--- config.mk ---
export PLATFORM = sky130hd
export DESIGN_NAME = rx_block_assembler
export DESIGN_NICKNAME = d
export VERILOG_FILES = /design/src/rtl/rx_block_assembler.sv
export SDC_FILE = /design/constraint.sdc
export NUM_CORES = 1
export LEC_CHECK = 0
export BUFFER_PORTS_ARGS = -buffer_cell sky130_fd_sc_hd__buf_4
export CAP_MARGIN = 40
export CORE_MARGIN = 2
export CORE_UTILIZATION = 57
export DETAILED_ROUTE_END_ITERATION = 6
export GPL_ROUTABILITY_DRIVEN = 0
export MAX_ROUTING_LAYER = met4
export PLACE_DENSITY_LB_ADDON = 0.3
export SYNTH_ARGS = -nofsm -noshare
export SYNTH_HDL_FRONTEND = slang
export SYNTH_SLANG_ARGS = --single-unit
--- constraint.sdc ---
create_clock -name clk_i -period 4.2 [get_ports clk_i]
set_input_delay 0.21 -clock clk_i [delete_from_list [all_inputs] [get_ports clk_i]]
set_output_delay 0.21 -clock clk_i [all_outputs]
set_load 0.005 [all_outputs]
--- src/rtl/rx_block_assembler.sv ---
// ----------------------------------------------------------------------------
// rx_block_assembler
//
// Collects NBYTES bytes of BYTE_W bits from a valid/ready byte stream (UART
// receiver side) into one wide block and presents it on a valid/ready output
// (AES core side). The block is held until the consumer takes it. The
// assembler can also:
//   - place bytes in LSB-first or MSB-first slot order,
//   - emit a partial block on request (flush_i) or after TIMEOUT_CYC idle
//     cycles,
//   - record bytes that were dropped because the block was still being held
//     (sticky overrun_o).
// Everything is synchronous to clk_i. rst_rx is asynchronous and active-low.
//
// Parameters
//   BYTE_W      width of one input byte
//   NBYTES      bytes per block (>= 2)
//   MSB_FIRST   0: byte k -> slot k, 1: byte k -> slot NBYTES-1-k
//   TIMEOUT_CYC idle FILL cycles before a partial block is emitted (0 = off)
//
// Ports
//   clk_i         system clock, rising edge
//   rst_rx        asynchronous active-low reset
//   in_valid_i    in_byte_i is valid
//   in_ready_o    a byte is accepted this cycle when in_valid_i is high
//   in_byte_i     received byte
//   flush_i       request to emit the partial block being filled
//   blk_valid_o   blk_data_o / blk_count_o / blk_partial_o are valid
//   blk_ready_i   consumer takes the presented block
//   blk_data_o    assembled block, unfilled slots are zero
//   blk_count_o   bytes in the block (fill level while filling)
//   blk_partial_o block was emitted with fewer than NBYTES bytes
//   overrun_o     sticky: a byte arrived while in_ready_o was low
//   clr_err_i     synchronous clear of overrun_o (a new overrun wins)
// ----------------------------------------------------------------------------
module rx_block_assembler #(
    parameter int BYTE_W      = 8,
    parameter int NBYTES      = 16,
    parameter int MSB_FIRST   = 0,
    parameter int TIMEOUT_CYC = 0
) (
    input  logic                            clk_i,
    input  logic                            rst_rx,
    input  logic                            in_valid_i,
    output logic                            in_ready_o,
    input  logic [BYTE_W-1:0]               in_byte_i,
    input  logic                            flush_i,
    output logic                            blk_valid_o,
    input  logic                            blk_ready_i,
    output logic [NBYTES*BYTE_W-1:0]        blk_data_o,
    output logic [$clog2(NBYTES+1)-1:0]     blk_count_o,
    output logic                            blk_partial_o,
    output logic                            overrun_o,
    input  logic                            clr_err_i
);

    localparam int CW = $clog2(NBYTES + 1);
    localparam int BW = NBYTES * BYTE_W;
    localparam int TW = (TIMEOUT_CYC > 0) ? $clog2(TIMEOUT_CYC + 1) : 1;

    typedef enum logic [1:0] {
        ST_IDLE = 2'b00,
        ST_FILL = 2'b01,
        ST_HOLD = 2'b10
    } state_t;

    state_t          state_q, state_d;
    logic [BW-1:0]   data_q, data_d;
    logic [CW-1:0]   count_q, count_d;
    logic            partial_q, partial_d;
    logic [TW-1:0]   tmo_q, tmo_d;
    logic            overrun_q, overrun_d;
    logic            valid_q;

    logic            ready_s;
    logic            accept_s;
    logic            tmo_hit_s;
    logic [CW-1:0]   count_inc_s;
    logic [CW-1:0]   slot_s;
    logic [BW-1:0]   wr_data_s;

    // Ready is a pure decode of the state so the producer sees it without
    // waiting a cycle after the block is released.
    assign ready_s     = (state_q != ST_HOLD);
    assign accept_s    = in_valid_i & ready_s;
    assign count_inc_s = count_q + {{(CW-1){1'b0}}, 1'b1};

    // Slot for the next byte; count_q never reaches NBYTES outside HOLD, so
    // the MSB-first subtraction cannot underflow while a byte is accepted.
    assign slot_s = (MSB_FIRST != 0) ? (CW'(NBYTES - 1) - count_q) : count_q;

    // The timeout fires on the idle cycle that would bring the counter to
    // TIMEOUT_CYC, so the block is presented exactly TIMEOUT_CYC cycles
    // after the last accepted byte.
    generate
        if (TIMEOUT_CYC > 0) begin : g_tmo
            assign tmo_hit_s = (tmo_q == TW'(TIMEOUT_CYC - 1));
        end else begin : g_no_tmo
            assign tmo_hit_s = 1'b0;
        end
    endgenerate

    // Current block with the incoming byte merged into its slot.
    always_comb begin
        wr_data_s = data_q;
        for (int k = 0; k < NBYTES; k++) begin
            if (slot_s == CW'(k)) begin
                wr_data_s[k*BYTE_W +: BYTE_W] = in_byte_i;
            end else begin
                wr_data_s[k*BYTE_W +: BYTE_W] = data_q[k*BYTE_W +: BYTE_W];
            end
        end
    end

    // Next-state logic for the fill/hold FSM and its datapath registers.
    always_comb begin
        state_d   = state_q;
        data_d    = data_q;
        count_d   = count_q;
        partial_d = partial_q;
        tmo_d     = tmo_q;

        case (state_q)
            ST_IDLE: begin
                // Flush and timeout have nothing to emit here; NBYTES >= 2
                // means a single byte can never complete a block.
                if (accept_s) begin
                    data_d  = wr_data_s;
                    count_d = count_inc_s;
                    tmo_d   = {TW{1'b0}};
                    state_d = ST_FILL;
                end else begin
                    state_d = ST_IDLE;
                end
            end

            ST_FILL: begin
                if (accept_s) begin
                    data_d  = wr_data_s;
                    count_d = count_inc_s;
                    tmo_d   = {TW{1'b0}};
                end else if (TIMEOUT_CYC > 0) begin
                    tmo_d = tmo_q + {{(TW-1){1'b0}}, 1'b1};
                end else begin
                    tmo_d = tmo_q;
                end

                // A byte arriving with flush is stored first; if it completes
                // the block the block counts as full, not partial.
                if (accept_s && (count_inc_s == CW'(NBYTES))) begin
                    state_d   = ST_HOLD;
                    partial_d = 1'b0;
                    tmo_d     = {TW{1'b0}};
                end else if (flush_i || (!accept_s && tmo_hit_s)) begin
                    state_d   = ST_HOLD;
                    partial_d = 1'b1;
                    tmo_d     = {TW{1'b0}};
                end else begin
                    state_d = ST_FILL;
                end
            end

            ST_HOLD: begin
                if (blk_ready_i) begin
                    state_d   = ST_IDLE;
                    data_d    = {BW{1'b0}};
                    count_d   = {CW{1'b0}};
                    partial_d = 1'b0;
                    tmo_d     = {TW{1'b0}};
                end else begin
                    state_d = ST_HOLD;
                end
            end

            default: begin
                // Unreachable encoding: return to a clean empty state.
                state_d   = ST_IDLE;
                data_d    = {BW{1'b0}};
                count_d   = {CW{1'b0}};
                partial_d = 1'b0;
                tmo_d     = {TW{1'b0}};
            end
        endcase
    end

    // Sticky overrun flag; a drop in the same cycle as clr_err_i keeps it set.
    always_comb begin
        if (in_valid_i && !ready_s) begin
            overrun_d = 1'b1;
        end else if (clr_err_i) begin
            overrun_d = 1'b0;
        end else begin
            overrun_d = overrun_q;
        end
    end

    // State, datapath and flag registers.
    always_ff @(posedge clk_i or negedge rst_rx) begin
        if (!rst_rx) begin
            state_q   <= ST_IDLE;
            data_q    <= {BW{1'b0}};
            count_q   <= {CW{1'b0}};
            partial_q <= 1'b0;
            tmo_q     <= {TW{1'b0}};
            overrun_q <= 1'b0;
            valid_q   <= 1'b0;
        end else begin
            state_q   <= state_d;
            data_q    <= data_d;
            count_q   <= count_d;
            partial_q <= partial_d;
            tmo_q     <= tmo_d;
            overrun_q <= overrun_d;
            valid_q   <= (state_d == ST_HOLD);
        end
    end

    assign in_ready_o    = ready_s;
    assign blk_valid_o   = valid_q;
    assign blk_data_o    = data_q;
    assign blk_count_o   = count_q;
    assign blk_partial_o = partial_q;
    assign overrun_o     = overrun_q;

endmodule

Word level (Yosys, flattened, before mapping). Index checks and enable logic that the tools add are counted.

Divide/modulo/power cells: 0. Add/sub/neg operators: 1. Multiplexer cells: 33. Magnitude comparators: 0. Multiply operators: 0. Bitwise operators: 2. Shifts and indexed selects: 0. Equality and inequality tests: 39. Reduce and logical (&&, ||, !) cells: 25.

Operators with widths (number): 2-to-1 mux 128 bit (2); case mux 128 bit (2 select lines) (1); 2-to-1 mux 8 bit (16); AND reduction 3 bit (17); == test 5 x 4 -> 1 bit, second input constant (8); inequality test 2 x 1 -> 1 bit, second input constant (17); == test 5 x 3 -> 1 bit, second input constant (4); == test 5 x 2 -> 1 bit, second input constant (2); 2-to-1 mux 5 bit (2); case mux 5 bit (2 select lines) (1); 2-to-1 mux 1 bit (6); 2-to-1 mux 2 bit (3); case mux 2 bit (3 select lines) (1); adder 5 x 1 -> 5 bit, second input constant (1); == test 5 x 1 -> 1 bit, second input constant (1); == test 5 bit, second input constant (1); zero test 5 bit (1); == test 2 bit, second input constant (2); inequality test 2 bit, second input constant (2); inequality test 3 bit, second input constant (1); case mux 1 bit (3 select lines) (1); == test 2 x 1 -> 1 bit, second input constant (1); logical AND 1 bit (2); zero test 2 bit (1); other kinds (6) (6).

Memories: 0. Input bits: 14. Bits in read-only memories: 0. Register bits after elaboration: 138. Word-level logic and storage cells: 121. Bits in writable memories: 0. Bits in latches: 0.

Logic depth before layout (Yosys ltp).
Depth in word-level cells: 6. Mapped depth: 7. Depth with buffers taken out: 6.

Worst setup path after synthesis. No wires, ideal clock.

Path kind: register to register. Start point: reg count_q[0] (netlist: blk_count_o[0]). End point: reg data_q[88] (netlist: blk_data_o[88]). Path buffers: 0. Data arrival time: 1.691 ns. Slack: 2.385 ns. Stages on the path, launching flop included: 6. Setup time: 0.125 ns. Path through: dfrtp_1 > ha_1 > nor2b_1 > and3_1 > o21ai_2 > mux2_2.

Word-level cells in the longest chain between the ends: 3.

Ends and longest elaborated chain: start, declared (line 69) `logic [CW-1:0] count_q, count_d;`; start signal, assigned (line 202) `count_q <= {CW{1'b0}};`; start signal, assigned (line 210) `count_q <= count_d;`; == test 5 x 4 -> 1 bit (line 107) `if (slot_s == CW'(k)) begin`; inequality test 2 x 1 -> 1 bit (no line); AND reduction 3 bit (no line); end signal, assigned (line 201) `data_q <= {BW{1'b0}};`; end signal, assigned (line 209) `data_q <= data_d;`; end, declared (line 68) `logic [BW-1:0] data_q, data_d;`.

Every way passes these cells. A chain may end at the register's enable or synchronous reset.

Final worst setup path.
Start point: reg state_q[1]. End point: reg state_q[0].

Word-level cells in the longest chain between the ends: 5.

Ends and longest elaborated chain: start, declared (line 67) `state_t state_q, state_d;`; start signal, assigned (line 208) `state_q <= state_d;`; inequality test 2 bit (line 84) `assign ready_s = (state_q != ST_HOLD);`; bitwise AND 1 bit (line 85) `assign accept_s = in_valid_i & ready_s;`; logical AND 1 bit (line 150) `if (accept_s && (count_inc_s == CW'(NBYTES))) begin`; 2-to-1 mux 2 bit (line 150); case mux 2 bit (3 select lines) * (line 123) `case (state_q)`; via state_d[0] (line 67).

The timed path passes the listed nets; every way through them passes the cells marked *.

==> results.tsv <==
metric	value	unit
largest net degree at the start of global routing	96	
fraction of registers with async set/reset	100	%
post-synthesis register bit count	138	
max cap viols	0	
IO Port Bufs	150	
die area	11000	µm²
Non-Filler Instances	695	
synth warn	0	
worst skew pair latency	530	ps
Seq pwr share	37.3	%
area leader, netlist	dfrtp_1	
Core Box Area	9860	µm²
most instantiated cells after synthesis	dfrtp_1 (138), mux2_2 (112), mux2_4 (16), nor2b_1 (10)	
Critical Path Start Type	flop	
syn nets	403	
initial antenna violation count	0	
Rows	36	
fraction of the yosys area taken by sequential cells	59.3	%
Pwr Total	6.68	mW
design area	7700	µm²
outcome	complete, no violations	
die span in x	105	µm
final slew viol count	0	
Max Clk Rate	332	MHz
routed via count	3791	
Layout fillers	570	
Buf/Inv on CP	2	
min Tclk post-route	3010	ps
Top Family by Delay on Critical Path	buffers and inverters	
CTS Root Buffer Type	clkbuf_8	
total grt overflow	0	
area delta synth->final	32.2	%
Initial Utilization	59.0	%
clk_skew	6.31	ps
CTS tree	yes	
Hold Fails Final Rpt	0	
CTS Sinks	138	
Syn Area/Cell	15.2	µm²
Int Power	4.55	mW
post-layout util	78.0	%
ys flop type	dfrtp_1	
CTS Buffer Depth	2	
Synth Instances	383	
CP Cell Sequence	clkinv_1 -> nor2_1 -> a2111oi_4 -> o31ai_1 -> dlygate4sd3_1	
Worst setup EP type	flop	
Worst-path clk slew	60	ps
initial drt markers	225	
total CTS buffers	17	
first-pass GRT wire length	22200	µm
vias in the first global route	3943	
Die Ht	105	µm
maximum vdd ir drop	0.000493	V
HPWL after DPL	9540	µm
mapped cell area	5820	µm²
Leak	3.67	nW
dominant cells by area after synthesis	dfrtp_1 (59%), mux2_2 (22%), mux2_4 (4.1%)	
post_cts resized	0	
Overall Global Routing Usage	27.6	%
Switching Fraction	31.8	%
layout cells sized above 1	59.8	%
Crit Path Category	flop to flop	
Setup-failing EPs final	0	
Critical Path RT	4670	ps
DR WL/cell	20.2	µm
remaining routing DRC violations	0	
post-synth top area share	59.3	%
io pins	151	
routed wire length	14100	µm
sw power	2.13	mW
router iterations before antenna repair	4	
Nets	570	
clock power share	20.9	%
CP peak stage delay	940	ps
top-count cell post-synth	dfrtp_1	
Final Cycle Share	71.7	%
crit-path max FO	31	
Hold Path Class	input pin to flop	
pwr/cell area	867	nW/µm²
post-synth cell types	36	
post-route ant nets	0	
Post-synth EDFFs	0	
CP arrival	3480	ps
CTS H-tree lvls	4	
RSZ-0062 raised after global routing	no	
setup TNS	0	ps
Relative slew margins	42.0	%
ant diodes	0	
DR vias/cell	5.45	
Inst Count DP	659	
Slowest cell on crit path	dfrtp_2	
Combinational Power Share	41.8	%
Slew @ Worst Pin	869	ps
placed instance area	7100	µm²
==> worst reg2reg max path: cells and delay by family (launching register included) <==
kind	cells	cell delay, ps
compound gates	2	370
buf+inv	2	1190
flops	1	940
simple gates	1	440
==> state kept, by name, summed over array words and instances (netlist names) <==
signal and flops:
blk_count_o 5, overrun_o 1, blk_valid_o 1, blk_data_o 128, state_q 2, blk_partial_o 1
==> routing by layer <==
layer	vias to the layer above	share of wire [%]	track usage, %
li1	1705	-	-
met1	1931	42	35.4
met2	136	49	41.9
met3	19	6.7	8.67
met4	0	1.6	9.43
met5	-	0	-
==> timing repair <==
| action | CTS | global route |
|---|---|---|
| endpoints found under the hold margin | 98 | 0 |
| setup buffers | 0 | 0 |
| endpoints found under the setup margin | 0 | 0 |
| hold buffers | 5 | 0 |
==> path summary, 6_finish.rpt <==
check | startpoint | to | slack [ps] | cells after the start
hold / removal | blk_ready_i | blk_partial_o | 50 | 4
setup reg to reg | state_q[1] | state_q[0] | 1190 | 5
min in group asynchronous | rst_rx | overrun_o | 350 | 2
hold reg to reg | blk_data_o[126] | blk_data_o[126] | 510 | 1
setup / recovery | state_q[1] | state_q[0] | 1190 | 5
max in group asynchronous | rst_rx | blk_data_o[9] | 2750 | 3
==> final cells by class <==
class                           instances  area [µm²]  area share, %
Multi-Input combinational cell        222        2240           29.2
Timing Repair Buffer                  164        1250           16.3
Clock buffer                           23         457           5.93
Clock inverter                          8        95.1           1.24
Tap cell                              133         166           2.16
Inverter                                7        26.3          0.341
Sequential cell                       138        3450           44.9
==> logic make-up (layout without fill, tap and decap cells) <==
logic type / count (synthesis) / in the layout / synth area share [%]
and+or+nand+nor: 54 / 54 / 5.27
DFF: 138 / 138 / 59.3
buffers and inverters: 23 / 202 / 2.13
AOI/OAI and AO/OA: 34 / 34 / 6.21
adders and majority gates: 6 / 6 / 1.29
muxes: 128 / 128 / 25.8
==> metrics by stage <==
stage | hold slack [ps] | setup WS [ps]
6_report | 51.5 | 1190
5_1_grt | 52.4 | 1070
4_1_cts | 43.5 | 1270
3_5_place_dp | 357 | 1720
3_3_place_gp | 343 | 1840
2_1_floorplan | -85.6 | 2380
==> power by group through the flow <==
stage	combinational (mW)	clock (mW)	sequential (mW)
finish	2.79	1.40	2.49
global route	2.98	1.49	2.57
global placement	2.69	0	2.46
floorplan	1.47	0	2.39
detailed placement	2.78	0	2.48
CTS	2.82	1.41	2.48
==> cells in the final DEF, fill, tap and decap left out, types with 2 or more instances in the layout <==
cell type        n
nand2b_1         5
or3_1            2
nand2_1          9
o21ai_4          9
nor3_1           4
mux2_4          16
o31a_1           2
buf_6            3
dlygate4sd3_1    5
o21ai_2          4
dfrtp_1        137
clkbuf_16       16
nor2_1           9
clkbuf_8         3
o31ai_1          2
nor2b_1         10
ha_1             6
a21oi_4          3
clkinvlp_4       2
a21oi_1          4
bufinv_16        2
clkinv_2         4
clkbuf_1         4
nand4_1          3
inv_1            6
o21ai_0          7
and3_1           3
buf_4          156
mux2_2         112
nor2_2           2
nand3_1          2
(Power assumes the default switching activity.)
